[src/rtl/vec_strided_lsu_if.sv]
`default_nettype none
// ============================================================================
// Module : vec_strided_lsu_if
// Native valid/ready memory port between the strided LSU and the memory.
// Rev    : 1.0
// ============================================================================
interface vec_strided_lsu_if #(
    parameter int ADDR_W = 32
);
    logic              valid;
    logic              ready;
    logic [ADDR_W-1:0] addr;
    logic [31:0]       wdata;
    logic [3:0]        wstrb;
    logic [31:0]       rdata;

    modport master (
        output valid, addr, wdata, wstrb,
        input  ready, rdata
    );

    modport slave (
        input  valid, addr, wdata, wstrb,
        output ready, rdata
    );
endinterface
`default_nettype wire

[src/rtl/vec_strided_lsu.sv]
`default_nettype none
// ============================================================================
// Module : vec_strided_lsu
// Strided vector load/store engine: one memory access per element, in order.
// Rev    : 1.0
// ============================================================================
module vec_strided_lsu #(
    parameter int VL_W   = 8,
    parameter int ADDR_W = 32
) (
    input  logic              clk,
    input  logic              resetn,

    input  logic              cmd_valid,
    output logic              cmd_ready,
    input  logic              cmd_store,
    input  logic [ADDR_W-1:0] cmd_base,
    input  logic [31:0]       cmd_stride,
    input  logic [VL_W-1:0]   cmd_vl,
    input  logic [1:0]        cmd_sew,

    output logic              ld_valid,
    output logic [31:0]       ld_data,
    output logic [VL_W-1:0]   ld_idx,

    input  logic              st_valid,
    output logic              st_ready,
    input  logic [31:0]       st_data,

    output logic              done,
    output logic              err,

    vec_strided_lsu_if.master mem
);

    typedef enum logic [2:0] {
        IDLE  = 3'd0,
        CHECK = 3'd1,
        LREQ  = 3'd2,
        SWAIT = 3'd3,
        SREQ  = 3'd4,
        GAP   = 3'd5,
        FIN   = 3'd6
    } state_t;

    state_t            r_state;
    state_t            w_next;

    logic              r_store;
    logic [1:0]        r_sew;
    logic [31:0]       r_stride;
    logic [VL_W-1:0]   r_vl;
    logic [VL_W-1:0]   r_idx;
    logic [ADDR_W-1:0] r_addr;
    logic [31:0]       r_st_data;
    logic              r_err;

    logic              r_ld_valid;
    logic [31:0]       r_ld_data;
    logic [VL_W-1:0]   r_ld_idx;

    logic              w_accept;
    logic              w_last;
    logic              w_bad;
    logic [ADDR_W-1:0] w_stride_ext;
    logic [ADDR_W-1:0] w_addr_next;
    logic [31:0]       w_shift;
    logic [31:0]       w_lane;
    logic [31:0]       w_wdata;
    logic [3:0]        w_strb;

    assign w_accept     = cmd_valid && (r_state == IDLE);
    assign w_last       = (r_idx == r_vl);
    assign w_bad        = (r_sew == 2'd3)
                       || ((r_sew == 2'd1) && r_addr[0])
                       || ((r_sew == 2'd2) && (r_addr[1:0] != 2'b00));

    // Stride is signed; the address wraps modulo 2^ADDR_W.
    assign w_stride_ext = ADDR_W'($signed(r_stride));
    assign w_addr_next  = r_addr + w_stride_ext;

    // Alignment is guaranteed before any access, so the shift lands the lane at bit 0.
    assign w_shift      = mem.rdata >> {r_addr[1:0], 3'b000};

    always_comb begin
        w_lane  = w_shift;
        w_wdata = r_st_data;
        w_strb  = 4'b1111;
        case (r_sew)
            2'd0: begin
                w_lane  = {24'd0, w_shift[7:0]};
                w_wdata = {4{r_st_data[7:0]}};
                w_strb  = 4'b0001 << r_addr[1:0];
            end
            2'd1: begin
                w_lane  = {16'd0, w_shift[15:0]};
                w_wdata = {2{r_st_data[15:0]}};
                w_strb  = r_addr[1] ? 4'b1100 : 4'b0011;
            end
            default: ;
        endcase
    end

    assign mem.addr  = {r_addr[ADDR_W-1:2], 2'b00};
    assign mem.wdata = w_wdata;
    assign mem.wstrb = (r_state == SREQ) ? w_strb : 4'b0000;

    assign ld_valid  = r_ld_valid;
    assign ld_data   = r_ld_data;
    assign ld_idx    = r_ld_idx;

    always_ff @(posedge clk) begin
        if (!resetn) begin
            r_state <= IDLE;
        end else begin
            r_state <= w_next;
        end
    end

    always_comb begin
        w_next    = r_state;
        cmd_ready = 1'b0;
        st_ready  = 1'b0;
        mem.valid = 1'b0;
        done      = 1'b0;
        err       = 1'b0;
        case (r_state)
            IDLE: begin
                cmd_ready = 1'b1;
                if (cmd_valid) begin
                    w_next = CHECK;
                end
            end
            CHECK: begin
                if (w_last || w_bad) begin
                    w_next = FIN;
                end else if (r_store) begin
                    w_next = SWAIT;
                end else begin
                    w_next = LREQ;
                end
            end
            LREQ: begin
                mem.valid = 1'b1;
                if (mem.ready) begin
                    w_next = GAP;
                end
            end
            SWAIT: begin
                st_ready = 1'b1;
                if (st_valid) begin
                    w_next = SREQ;
                end
            end
            SREQ: begin
                mem.valid = 1'b1;
                if (mem.ready) begin
                    w_next = GAP;
                end
            end
            // The responder ignores valid in the cycle after ready.
            GAP: begin
                w_next = CHECK;
            end
            FIN: begin
                done   = 1'b1;
                err    = r_err;
                w_next = IDLE;
            end
            default: begin
                w_next = IDLE;
            end
        endcase
    end

    always_ff @(posedge clk) begin
        if (!resetn) begin
            r_store    <= 1'b0;
            r_sew      <= 2'd0;
            r_stride   <= 32'd0;
            r_vl       <= '0;
            r_idx      <= '0;
            r_addr     <= '0;
            r_st_data  <= 32'd0;
            r_err      <= 1'b0;
            r_ld_valid <= 1'b0;
            r_ld_data  <= 32'd0;
            r_ld_idx   <= '0;
        end else begin
            r_ld_valid <= 1'b0;
            case (r_state)
                IDLE: begin
                    if (w_accept) begin
                        r_store  <= cmd_store;
                        r_sew    <= cmd_sew;
                        r_stride <= cmd_stride;
                        r_vl     <= cmd_vl;
                        r_addr   <= cmd_base;
                        r_idx    <= '0;
                        r_err    <= 1'b0;
                    end
                end
                CHECK: begin
                    if (!w_last && w_bad) begin
                        r_err <= 1'b1;
                    end
                end
                LREQ: begin
                    if (mem.ready) begin
                        r_ld_valid <= 1'b1;
                        r_ld_data  <= w_lane;
                        r_ld_idx   <= r_idx;
                        r_idx      <= r_idx + VL_W'(1);
                        r_addr     <= w_addr_next;
                    end
                end
                SWAIT: begin
                    if (st_valid) begin
                        r_st_data <= st_data;
                    end
                end
                SREQ: begin
                    if (mem.ready) begin
                        r_idx  <= r_idx + VL_W'(1);
                        r_addr <= w_addr_next;
                    end
                end
                default: ;
            endcase
        end
    end

endmodule
`default_nettype wire

[src/flat_wrapper.sv]
// flat-port wrapper written by rule: the top's interface ports become plain ports
module vec_strided_lsu_flat 
#(
    parameter int VL_W   = 8,
    parameter int ADDR_W = 32
)
  (clk, resetn, cmd_valid, cmd_ready, cmd_store, cmd_base, cmd_stride, cmd_vl, cmd_sew, ld_valid, ld_data, ld_idx, st_valid, st_ready, st_data, done, err, mem_valid, mem_addr, mem_wdata, mem_wstrb, mem_ready, mem_rdata);
  vec_strided_lsu_if #(.ADDR_W(ADDR_W)) mem_i ();
  input  logic clk;
  input  logic resetn;
  input  logic cmd_valid;
  output logic cmd_ready;
  input  logic cmd_store;
  input  logic [ADDR_W-1:0] cmd_base;
  input  logic [31:0] cmd_stride;
  input  logic [VL_W-1:0] cmd_vl;
  input  logic [1:0] cmd_sew;
  output logic ld_valid;
  output logic [31:0] ld_data;
  output logic [VL_W-1:0] ld_idx;
  input  logic st_valid;
  output logic st_ready;
  input  logic [31:0] st_data;
  output logic done;
  output logic err;
  output wire logic [$bits(mem_i.valid)-1:0] mem_valid;
  output wire logic [$bits(mem_i.addr)-1:0] mem_addr;
  output wire logic [$bits(mem_i.wdata)-1:0] mem_wdata;
  output wire logic [$bits(mem_i.wstrb)-1:0] mem_wstrb;
  input wire logic [$bits(mem_i.ready)-1:0] mem_ready;
  input wire logic [$bits(mem_i.rdata)-1:0] mem_rdata;
  assign mem_valid = mem_i.valid;
  assign mem_addr = mem_i.addr;
  assign mem_wdata = mem_i.wdata;
  assign mem_wstrb = mem_i.wstrb;
  assign mem_i.ready = mem_ready;
  assign mem_i.rdata = mem_rdata;
  vec_strided_lsu #(.VL_W(VL_W), .ADDR_W(ADDR_W)) u_core (.clk(clk), .resetn(resetn), .cmd_valid(cmd_valid), .cmd_ready(cmd_ready), .cmd_store(cmd_store), .cmd_base(cmd_base), .cmd_stride(cmd_stride), .cmd_vl(cmd_vl), .cmd_sew(cmd_sew), .ld_valid(ld_valid), .ld_data(ld_data), .ld_idx(ld_idx), .st_valid(st_valid), .st_ready(st_ready), .st_data(st_data), .done(done), .err(err), .mem(mem_i));
endmodule
[config.mk]
export PLATFORM = sky130hd
export DESIGN_NAME = vec_strided_lsu_flat
export DESIGN_NICKNAME = d
export VERILOG_FILES = /design/src/rtl/vec_strided_lsu_if.sv /design/src/rtl/vec_strided_lsu.sv /design/src/flat_wrapper.sv
export SDC_FILE = /design/constraint.sdc
export NUM_CORES = 1
export LEC_CHECK = 0
export CORE_MARGIN = 1.5
export CORE_UTILIZATION = 44
export CTS_CLUSTER_SIZE = 12
export DETAILED_ROUTE_END_ITERATION = 6
export PLACE_DENSITY = 0.78
export SLEW_MARGIN = 20
export SYNTH_ARGS = -nofsm -noshare
export SYNTH_HDL_FRONTEND = slang
export SYNTH_SLANG_ARGS = --single-unit
[constraint.sdc]
create_clock -name clk -period 2.4 [get_ports clk]
set_input_delay 0.6 -clock clk [delete_from_list [all_inputs] [get_ports clk]]
set_output_delay 0.6 -clock clk [all_outputs]
set_load 0.02 [all_outputs]
==> run_results.csv <==
group,metric,value,unit
status,status,"complete, but fails checks",
status,failed_checks,"setup timing",
layout,nFillCells,1688,
logic_synthesis,postSynthAreaPerCell,8.01,um^2
grt,grt_pass1_vias,8752,
timing,fmax,408,MHz
layout,syn_to_final_growth,42.4,%
drt,via_per_inst,5.53,
drt,topRoutingLayerUsed,"met4",
place,port_buffers,255,
clocking,clkLatencyLatePin,0.44,ns
worst_setup_path,worst-endpoint-required,2.76,ns
timing,fin_worst_skew,0.00910,ns
grt,globalRouteOverflowTotal,0,
timing,finalSetupTns,-0.0503,ns
timing,slew_violations,0,
clocking,clock-sinks,160,
logic_synthesis,syn-cell-area,9100,um^2
timing,fin_crit_sh,102,%
logic_synthesis,synth-edff-count,0,
drt,drt-total-wl,29400,um
worst_setup_path,critPathTopFamily,"simple AND/OR/NAND/NOR gates",
timing,whs,0.463,ns
drt,drc,0,
drt,num_vias,9275,
worst_setup_path,crit_buf_inv,0,
layout,drive_above_1_share,15.7,%
floorplanning,die_h,147,um
layout,fin_nets,1571,
timing,worst_slew_pin_slew,1.03,ns
place,gp_congestion,0.935,
power_and_ir_drop,irDropWorstVdd,0.000527,V
floorplanning,row_count,52,
worst_setup_path,cp-start-kind,"flop",
logic_synthesis,synthDistinctLibCells,65,
grt,track_usage,26.5,%
drt,ant_nets,0,
worst_setup_path,crit_type,"flop to flop",
drt,wire_per_inst,17.5,um
worst_setup_path,critPathMaxFanout,5,
drt,drtPass1Iterations,5,
worst_setup_path,cp_slowest_cell,"ha_1",
flow_run,maxCapViolations,0,
clocking,cts-hold-fix-buffers,0,
worst_setup_path,cpPeakStageDelay,0.39,ns
logic_synthesis,ys_ff_latch,160,
place,dp_hpwl,21100,um
floorplanning,dieArea,21600,um^2
timing,setup_violations,1,
clocking,cts_made_buffers,17,
timing,period_needed,2.45,ns
worst_setup_path,cp_cell_sequence,"ha_1, and4_4, and3_1, nand4_1, o311a_1, a31oi_2, mux2_4, and3_4, a211oi_2",
clocking,clk_pin_slew_worst_paths,0.07,ns
power_and_ir_drop,power.density,884,nW/um^2
logic_synthesis,async_flop_share,0,%
grt,grt_pass1_wl,45500,um
drt,wl_met2,14400,um
floorplanning,initial_core_util,45.0,%
clocking,root_buffer,"clkbuf_16",
clocking,cts_buffer_depth,2,
timing,worst_slack,-0.0503,ns
grt,antenna_found_initial,0,
timing,max_slew_margin,31.0,%
timing,hold_violations,0,
drt,m1WireLength,11900,um
logic_synthesis,ys_seq_area_share,35.2,%
logic_synthesis,synthCells,1136,
drt,wl_met3,2160,um
grt,grt_max_degree,58,
worst_setup_path,endpoint_kind,"flop",
logic_synthesis,synth-main-ff-cell,"dfxtp_1",
clocking,htreeDepth,4,
floorplanning,ioPinCount,258,
floorplanning,coreArea,20200,um^2
floorplanning,dieWidth,147,um
drt,drtIter0Drc,701,
power_and_ir_drop,p_leak,5.14,nW
clocking,cts_tree,"done",
min_path,hp-class,"flop to flop",
worst_setup_path,critPathArrivalTime,2.81,ns
timing,rsz0062_at_grt,"true",
logic_synthesis,ys_warn_count,0,
==> worst reg2reg max path, delay by kind of cell (launching register included) <==
family,cells,cell delay (ns)
AO/OA/AOI/OAI,3,0.55
adder cells (fa/ha/maj),1,0.39
flip-flops,1,0.32
multiplexers,1,0.33
AND/OR/NAND/NOR,4,0.80
==> layout by cell type (no fill, tap or decap), drive strengths merged, types with 19 or more instances in the layout <==
master | synthesis | routed
a21oi | 67 | 67
nor2 | 34 | 34
a21boi | 85 | 85
dlygate4sd2 | 0 | 25
clkdlybuf4s50 | 0 | 221
ha | 32 | 32
o21ai | 55 | 55
nor2b | 28 | 28
clkbuf | 48 | 24
nand3 | 22 | 22
dfxtp | 160 | 160
inv | 17 | 21
mux2i | 26 | 26
o211ai | 19 | 19
buf | 64 | 96
nand2 | 256 | 256
a211oi | 26 | 26
xor2 | 19 | 19
==> per-layer routing <==
metal  track usage, %  vias to the layer above
met4             9.55                        0
met2             46.4                      453
li1                 -                     4444
met5                0                        -
met1             32.1                     4292
met3             5.50                       86
==> cells by family after synthesis <==
logic type | synth area share [%]
buffers and inverters | 7.30
and+or+nand+nor | 20.2
DFF | 35.2
muxes | 4.96
AOI/OAI and AO/OA | 24.4
xor gates and xnor gates | 3.27
other | 0.0412
adders and majority gates | 4.62
==> layout make-up <==
type	count	area [um^2]	area share, %
Clock buffer	19	443	3.42
Tap cell	270	338	2.61
Timing Repair Buffer	350	3260	25.2
Antenna cell	1	2.50	0.0193
Inverter	17	63.8	0.492
Multi-Input combinational cell	848	5530	42.6
Sequential cell	160	3220	24.8
Clock inverter	13	106	0.821
==> power breakdown <==
| group | switching [W] | internal [W] |
|---|---|---|
| clock | 0.00121 | 0.00137 |
| sequential | 0.000360 | 0.00306 |
| combinational | 0.00306 | 0.00240 |
==> worst paths after layout <==
check / start / end / slack [ns] / cells past startpoint
setup / recovery: u_core.r_addr[23]$_SDFFE_PN0P_ / u_core.r_addr[31]$_SDFFE_PN0P_ / -0.05 / 9
hold / removal: u_core.r_st_data[18]$_SDFFE_PN0P_ / u_core.r_st_data[18]$_SDFFE_PN0P_ / 0.46 / 2
setup reg to reg: u_core.r_addr[23]$_SDFFE_PN0P_ / u_core.r_addr[31]$_SDFFE_PN0P_ / -0.05 / 9
hold reg to reg: u_core.r_st_data[18]$_SDFFE_PN0P_ / u_core.r_st_data[18]$_SDFFE_PN0P_ / 0.46 / 2
==> synthesized netlist by cell type, types with 6 or more instances <==
library cell  instances  area share [%]
nand2_1             256              11
dfxtp_1             160              35
a21boi_0             85             7.0
a21oi_1              64             3.5
o21ai_0              51             2.8
clkbuf_1             48             2.0
buf_4                40             3.3
ha_1                 32             4.4
nor2_1               32             1.3
nor2b_1              28             1.9
mux2i_1              26             2.9
a211oi_1             25             2.1
nand3_1              22             1.2
o211ai_1             19             1.6
xor2_1               19             1.8
mux2_2               16             2.0
inv_1                15            0.62
xnor2_1              15             1.4
nor3_1               14            0.77
buf_2                12            0.66
a21o_1               10            0.82
a22oi_1              10            0.82
buf_1                10            0.41
nand4_1              10            0.69
o211a_1              10             1.1
and3_1                9            0.62
a22o_1                8            0.77
a31oi_1               8            0.55
and2_1                8            0.55
nand2b_1              6            0.41
o21a_1                6            0.49
o21bai_1              6            0.49
==> per-stage QoR <==
stage	setup WS (ns)	std cells	instance area [um^2]	utilization [%]	power [W]
2_1_floorplan	0.0861	1137	9110	-	0.00667
3_3_place_gp	-0.0209	1638	12100	59.8	0.00850
3_5_place_dp	-0.0941	1638	12100	59.8	0.00856
4_1_cts	-0.0208	1672	12700	62.8	0.0112
5_1_grt	-0.143	1677	13000	64.0	0.0121
6_report	-0.0503	1678	13000	64.1	0.0115
==> sequential cells by signal, summed over array words and instances (netlist names), 2 cells and up <==
signal and flops:
u_core.r_idx 8, u_core.r_st_data 32, u_core.r_state 3, u_core.ld_data 32, u_core.r_addr 32, u_core.r_sew 2
u_core.r_vl 8, u_core.ld_idx 8, u_core.r_stride 32
==> what timing repair did <==
action | in CTS | in global routing
cloned | 0 | 1
resized for setup | 55 | 64
endpoints found under the setup margin | 42 | 35
pin swaps | 7 | 22
setup buffers | 2 | 4
(Power assumes the default switching activity.)
